==> config.mk <==
export PLATFORM = sky130hd
export DESIGN_NAME = alu_seq
export DESIGN_NICKNAME = d
export VERILOG_FILES = /design/src/rtl/alu_pkg.sv /design/src/rtl/alu_iter_muldiv.sv /design/src/rtl/alu_seq.sv
export SDC_FILE = /design/constraint.sdc
export NUM_CORES = 1
export LEC_CHECK = 0
export BUFFER_PORTS_ARGS = -buffer_cell sky130_fd_sc_hd__buf_4
export CAP_MARGIN = 10
export CORE_MARGIN = 8
export CORE_UTILIZATION = 45
export DETAILED_ROUTE_END_ITERATION = 10
export SYNTH_ARGS = -nofsm -noshare
export SYNTH_HDL_FRONTEND = slang
export SYNTH_SLANG_ARGS = --single-unit
==> constraint.sdc <==
create_clock -name clk -period 7.5 [get_ports clk]
set_input_delay 0.75 -clock clk [delete_from_list [all_inputs] [get_ports clk]]
set_output_delay 0.75 -clock clk [all_outputs]
set_load 0.01 [all_outputs]
==> src/rtl/alu_pkg.sv <==
// Shared opcode and state encodings for the
// sequential ALU and its iterative datapath.
package alu_pkg;

  localparam logic [31:0] OP_ROL  = 32'd0;
  localparam logic [31:0] OP_SLL  = 32'd1;
  localparam logic [31:0] OP_ROR  = 32'd2;
  localparam logic [31:0] OP_SRL  = 32'd3;
  localparam logic [31:0] OP_ADD  = 32'd4;
  localparam logic [31:0] OP_OR   = 32'd5;
  localparam logic [31:0] OP_XOR  = 32'd6;
  localparam logic [31:0] OP_AND  = 32'd7;
  localparam logic [31:0] OP_MUL  = 32'd8;
  localparam logic [31:0] OP_DIVU = 32'd9;

  typedef enum logic [1:0] {
    ST_IDLE = 2'd0,
    ST_BUSY = 2'd1,
    ST_DONE = 2'd2
  } state_t;

endpackage

==> src/rtl/alu_iter_muldiv.sv <==
// Iterative unsigned multiply (shift-add) and
// restoring divide, one step per cycle.
module alu_iter_muldiv
  import alu_pkg::*;
#(
  parameter int N = 16
) (
  input  logic         clk,
  input  logic         rst_n,
  input  logic         start_i,
  input  logic         mode_i,
  input  logic [N-1:0] a_i,
  input  logic [N-1:0] b_i,
  output logic         done_o,
  output logic [N-1:0] lo_o,
  output logic [N-1:0] hi_o
);

  localparam int CW = $clog2(N) + 1;

  logic [2*N-1:0] acc_q, acc_d;
  logic [N-1:0]   b_q;
  logic [CW-1:0]  cnt_q;
  logic           mode_q;
  logic           busy_q;

  logic [N:0]     msum;
  logic [N:0]     rem;
  logic [N:0]     rem_s;
  logic           qbit;

  // One multiply or divide step on the current accumulator
  always_comb begin
    msum  = {1'b0, acc_q[2*N-1:N]}
          + (acc_q[0] ? {1'b0, b_q} : '0);
    rem   = {acc_q[2*N-1:N], acc_q[N-1]};
    rem_s = rem - {1'b0, b_q};
    qbit  = (rem >= {1'b0, b_q});
    if (mode_q) begin
      acc_d = qbit
        ? {rem_s[N-1:0], acc_q[N-2:0], 1'b1}
        : {rem[N-1:0], acc_q[N-2:0], 1'b0};
    end else begin
      acc_d = {msum, acc_q[N-1:1]};
    end
  end

  // Load operands on start, then iterate N times
  always_ff @(posedge clk or negedge rst_n) begin
    if (!rst_n) begin
      acc_q  <= '0;
      b_q    <= '0;
      cnt_q  <= '0;
      mode_q <= 1'b0;
      busy_q <= 1'b0;
    end else if (start_i) begin
      acc_q  <= {{N{1'b0}}, a_i};
      b_q    <= b_i;
      cnt_q  <= CW'(N);
      mode_q <= mode_i;
      busy_q <= 1'b1;
    end else if (busy_q) begin
      acc_q <= acc_d;
      cnt_q <= cnt_q - 1'b1;
      if (cnt_q == CW'(1)) busy_q <= 1'b0;
    end
  end

  // Result of the final step, valid with done_o
  assign done_o = busy_q && (cnt_q == CW'(1));
  assign lo_o   = acc_d[N-1:0];
  assign hi_o   = acc_d[2*N-1:N];

endmodule

==> src/rtl/alu_seq.sv <==
// Handshaked ALU: single-cycle shift/logic/add
// plus iterative MUL/DIVU behind valid/ready.
module alu_seq
  import alu_pkg::*;
#(
  parameter int N  = 16,
  parameter int O  = 4,
  parameter int SW = $clog2(N)
) (
  input  logic         clk,
  input  logic         rst,
  input  logic         in_valid,
  output logic         in_ready,
  input  logic [N-1:0] A,
  input  logic [N-1:0] B,
  input  logic         Cin,
  input  logic [O-1:0] Op,
  input  logic         invA,
  input  logic         invB,
  input  logic         sign,
  output logic         out_valid,
  input  logic         out_ready,
  output logic [N-1:0] Out,
  output logic [N-1:0] OutHi,
  output logic         Ofl,
  output logic         Zero,
  output logic         Neg,
  output logic         err
);

  state_t state_q, state_d;

  logic [N-1:0] out_q, out_d;
  logic [N-1:0] hi_q, hi_d;
  logic         ofl_q, ofl_d;
  logic         err_q, err_d;
  logic         zero_q, neg_q;
  logic         mode_q, mode_d;
  logic         ld;

  logic [31:0]  op_w;
  logic [N-1:0] a_e, b_e;
  logic [SW-1:0] sh;
  logic [SW:0]  nsh;
  logic [N:0]   sum_w;
  logic [N-1:0] sc_out, sc_hi;
  logic         sc_ofl, sc_err;
  logic         is_mul, is_div, b_zero, long_op;

  logic         md_start, md_done;
  logic [N-1:0] md_lo, md_hi;

  assign op_w    = 32'(Op);
  assign a_e     = invA ? ~A : A;
  assign b_e     = invB ? ~B : B;
  assign sh      = B[SW-1:0];
  assign nsh     = (SW+1)'(N) - {1'b0, sh};
  assign sum_w   = {1'b0, a_e} + {1'b0, b_e}
                 + {{N{1'b0}}, Cin};
  assign b_zero  = (B == '0);
  assign is_mul  = (op_w == OP_MUL);
  assign is_div  = (op_w == OP_DIVU);
  assign long_op = is_mul || (is_div && !b_zero);

  // Single-cycle result straight from the inputs
  always_comb begin
    sc_out = '0;
    sc_hi  = '0;
    sc_ofl = 1'b0;
    sc_err = 1'b0;
    case (op_w)
      OP_ROL: sc_out = (A << sh) | (A >> nsh);
      OP_SLL: sc_out = A << sh;
      OP_ROR: sc_out = (A >> sh) | (A << nsh);
      OP_SRL: sc_out = A >> sh;
      OP_ADD: begin
        sc_out = sum_w[N-1:0];
        sc_ofl = sign
          ? (a_e[N-1] == b_e[N-1]) &&
            (sum_w[N-1] != a_e[N-1])
          : sum_w[N];
      end
      OP_OR:  sc_out = a_e | b_e;
      OP_XOR: sc_out = a_e ^ b_e;
      OP_AND: sc_out = a_e & b_e;
      OP_DIVU: begin
        sc_out = '1;
        sc_hi  = A;
        sc_err = 1'b1;
      end
      default: sc_err = 1'b1;
    endcase
  end

  // Next state and result load decisions
  always_comb begin
    state_d  = state_q;
    mode_d   = mode_q;
    ld       = 1'b0;
    md_start = 1'b0;
    out_d    = '0;
    hi_d     = '0;
    ofl_d    = 1'b0;
    err_d    = 1'b0;
    unique case (state_q)
      ST_IDLE: begin
        if (in_valid) begin
          if (long_op) begin
            md_start = 1'b1;
            mode_d   = is_div;
            state_d  = ST_BUSY;
          end else begin
            ld      = 1'b1;
            out_d   = sc_out;
            hi_d    = sc_hi;
            ofl_d   = sc_ofl;
            err_d   = sc_err;
            state_d = ST_DONE;
          end
        end
      end
      ST_BUSY: begin
        if (md_done) begin
          ld      = 1'b1;
          out_d   = md_lo;
          hi_d    = md_hi;
          ofl_d   = !mode_q && (md_hi != '0);
          state_d = ST_DONE;
        end
      end
      ST_DONE: begin
        if (out_ready) state_d = ST_IDLE;
      end
      default: state_d = ST_IDLE;
    endcase
  end

  // State register and result registers
  always_ff @(posedge clk or negedge rst) begin
    if (!rst) begin
      state_q <= ST_IDLE;
      mode_q  <= 1'b0;
      out_q   <= '0;
      hi_q    <= '0;
      ofl_q   <= 1'b0;
      err_q   <= 1'b0;
      zero_q  <= 1'b0;
      neg_q   <= 1'b0;
    end else begin
      state_q <= state_d;
      mode_q  <= mode_d;
      if (ld) begin
        out_q  <= out_d;
        hi_q   <= hi_d;
        ofl_q  <= ofl_d;
        err_q  <= err_d;
        zero_q <= (out_d == '0);
        neg_q  <= out_d[N-1];
      end
    end
  end

  alu_iter_muldiv #(.N(N)) u_md (
    .clk     (clk),
    .rst_n   (rst),
    .start_i (md_start),
    .mode_i  (is_div),
    .a_i     (A),
    .b_i     (B),
    .done_o  (md_done),
    .lo_o    (md_lo),
    .hi_o    (md_hi)
  );

  assign in_ready  = (state_q == ST_IDLE);
  assign out_valid = (state_q == ST_DONE);
  assign Out       = out_q;
  assign OutHi     = hi_q;
  assign Ofl       = ofl_q;
  assign Zero      = zero_q;
  assign Neg       = neg_q;
  assign err       = err_q;

endmodule

==> flow_metrics.tcl <==
set metrics [dict create \
    syn-cell-area_um2 11300 \
    worstMarginPinSlew_ps 1250 \
    worstPathMaxFanout 48 \
    path_common_cell "o21ai_0" \
    io_buffers 81 \
    grt_pass1_wl_mm 70.6 \
    cts-htree-levels 3 \
    clock_sinks 93 \
    synth_top_area_cell "dfrtp_1" \
    clk_latency_ps 350 \
    p_int_mw 2.20 \
    post_cts_buffers 0 \
    layout-drive-gt1-share_pct 12.7 \
    hp-class "input pin to async pin" \
    p_sw_mw 2.32 \
    drtIter0Drc 1197 \
    hpwl_mm 34.8 \
    end_kind "flop" \
    ys_seq_elements 93 \
    ff2ff_setup_slack_ps 3140 \
    path_cells "buf_4, inv_1, ha_1, buf_4, mux2_2, nand2_1, o21ai_0, mux2i_1, o21ai_0, o211ai_1, o21ai_0, nor3_1, nand4_1, o31ai_2" \
    cts_tree "built" \
    cts_buffers 9 \
    yosysWarnings 0 \
    max_stage_delay_ps 970 \
    period_minus_slack_ps 4830 \
    syn_area_per_cell_um2 7.83 \
    synth_nets 1553 \
    cp_slowest_cell "ha_1" \
    ys_seq_area_share_pct 20.7 \
    slew_headroom_pct 15.3 \
    async_flop_share_pct 100 \
    synth_cell_types 89 \
    die_area_um2 30400 \
    ir_drop_v 0.000269 \
    cp-startpoint "B[1]" \
    timing.rr.end "Ofl" \
    nets 1558 \
    worst-path-buf-inv 3 \
    drc_errors 0 \
    status "finished, final reports clean" \
    via_per_inst 6.56 \
    grt_pass1_vias 11410 \
    drt_pass1_iterations 7 \
    reg2reg_depth 13 \
    cap_viol_max_count 0 \
    floorplan.core_area_um2 24900 \
    grt_max_degree 71 \
    yosys.area.top_type_share_pct 20.7 \
    hold_ws_ps 308 \
    finClkSkew_ps 11.0 \
    wl_mm 46.7 \
    via_count 11662 \
    grtUsageTotal_pct 29.7 \
    start_util_pct 45.3 \
    antenna_found_initial 0 \
    arrival_ps 5090 \
    hold_violations 0 \
    drv_slew 0 \
    comb_power_share_pct 68.1 \
    ant_nets 0 \
    fmax_ghz 0.207 \
    p_per_area_nw_per_um2 367 \
    power_frac_seq_pct 20.7 \
    total_power_mw 4.51 \
    holdBufCountCts 0 \
    crit_required_ps 7760 \
    dieWidth_um 174 \
    area_growth_syn_to_layout_pct 9.17 \
    die-height_um 174 \
    clkPwrFrac_pct 11.2 \
    power.leakage_nw 5.37 \
    netlist_instances 1438 \
    synth_edf_count 0 \
    critPathTopFamily "buffers and inverters" \
    finalCritPeriodShare_pct 64.4 \
    reg2reg_from "u_md.acc_q[0]" \
    startpoint_type "input pin" \
    avgRoutedWirePerCell_um 26.3 \
    ys.flop_type "dfrtp_1" \
    gp_congestion 1.01 \
    io_pins 82 \
    rows 58 \
    ctsResizeCount 0 \
    ys_top_cells_by_area "dfrtp_1 21%, ha_1 7.4%, mux2i_1 6.7%, o21ai_0 5.2%, nor2_1 4.8%" \
    clock_path_buffers 2 \
    p_sw_share_pct 51.4 \
    setup_tns_ps 0 \
    clock-root-buffer "clkbuf_16" \
    setup_viol 0 \
    grt_overflow 0 \
    antennaDiodeCount 0 \
    crit_type "input pin to flop" \
    grt_setup_unrepaired "no" \
    path_clk_slew_ps 70 \
    path_depth 14 \
]
[synthesized netlist by cell type (9+ instances only)]
master,count
nor2_1,145
nand2_1,131
o21ai_0,117
dfrtp_1,93
a21oi_1,81
mux2i_1,75
inv_1,70
clkbuf_1,68
ha_1,67
xor2_1,47
a211oi_1,34
nor3_1,32
nand3_1,27
a22oi_1,26
and2_1,24
mux4_2,24
xnor2_1,23
a21o_1,21
nand2b_1,20
a31oi_1,17
buf_2,17
o211ai_1,17
mux2_2,14
o22ai_1,13
nor4_1,12
nand4_1,10
or2_2,10
a32oi_1,9
and3_1,9
buf_1,9
nor2b_1,9
o21ai_1,9
[worst reg2reg max path: cells and delay by family, from the launching register on]
kind	cells	cell delay, ps
flip-flops	1	620
adder cells (fa/ha/maj)	2	690
AO/OA/AOI/OAI	6	1690
AND/OR/NAND/NOR	4	1030
XOR/XNOR	1	200
[state kept, by name, summed over array words and instances, names as in the netlist]
| register | count |
|---|---|
| u_md.busy_q | 1 |
| Out | 16 |
| u_md.b_q | 16 |
| Ofl | 1 |
| u_md.acc_q | 32 |
| mode_q | 1 |
| err | 1 |
| Zero | 1 |
| OutHi | 16 |
| state_q | 2 |
| u_md.mode_q | 1 |
| u_md.cnt_q | 5 |
[cells by family after synthesis]
logic type | count (synthesis) | synth area share (%)
mux | 115 | 13.2
flops | 93 | 20.7
buf+inv | 177 | 6.62
simple gates | 465 | 19.7
xor+xnor | 70 | 5.44
compound gates | 447 | 26.3
fa+ha+maj | 71 | 8.15
[layout by cell type, fill, tap and decap left out, types with 9 or more instances in the layout]
cell / count
a21o_1: 21
nand3_1: 27
nor2b_1: 9
nand2_1: 131
xnor2_1: 22
nor2_1: 144
a21oi_1: 80
mux4_2: 24
and2_1: 24
and3_1: 9
inv_1: 70
o22ai_1: 13
a22oi_1: 26
a31oi_1: 17
o21ai_1: 9
or2_2: 10
a32oi_1: 9
o21ai_0: 117
nor4_1: 12
nor3_1: 31
mux2i_1: 75
o211ai_1: 17
mux2_2: 14
ha_1: 67
dfrtp_1: 92
nand2b_1: 20
clkbuf_16: 9
a211oi_1: 34
nand4_1: 10
buf_4: 95
xor2_1: 47
[power by group through the flow]
stage / Sequential (mW) / Combinational (mW) / Clock (mW)
finish: 0.936 / 3.07 / 0.506
global route: 0.955 / 3.39 / 0.530
CTS: 0.930 / 3.04 / 0.513
detailed placement: 0.938 / 3.02 / 0
global placement: 0.935 / 3.01 / 0
floorplan: 0.853 / 2.24 / 0
[final cells by class]
type                            instances  area, µm²
Fill cell                            2505      12600
Multi-Input combinational cell       1168       8220
Sequential cell                        93       2330
Timing Repair Buffer                   97        744
Tap cell                              330        413
Inverter                               74        278
Clock buffer                            9        225
Clock inverter                          6       93.8
[how the worst max path moves through the flow]
stage,endpoint,slack [ps]
after CTS,Zero,2780
final,Zero,2670
after global placement,Zero,2520
after detailed placement,Zero,2420
after global routing,Zero,2430
after floorplan,Zero,3300
[per-stage QoR]
step	utilization [%]	setup WS [ps]	cells	cell area, µm²
after floorplan	-	3300	1438	11300
after global placement	48.1	2520	1761	12000
after detailed placement	48.1	2420	1761	12000
after CTS	49.4	2780	1776	12300
after global routing	49.4	2430	1777	12300
final	49.4	2670	1777	12300
[layer usage]
metal  GRT usage, %  share of wire (%)  vias to the layer above
li1               -                  -                     5293
met1           36.8                 41                     5697
met2           48.4                 46                      518
met3           4.66                7.3                      154
met4           17.2                5.8                        0
met5              0                  0                        -
(Power assumes the default switching activity.)
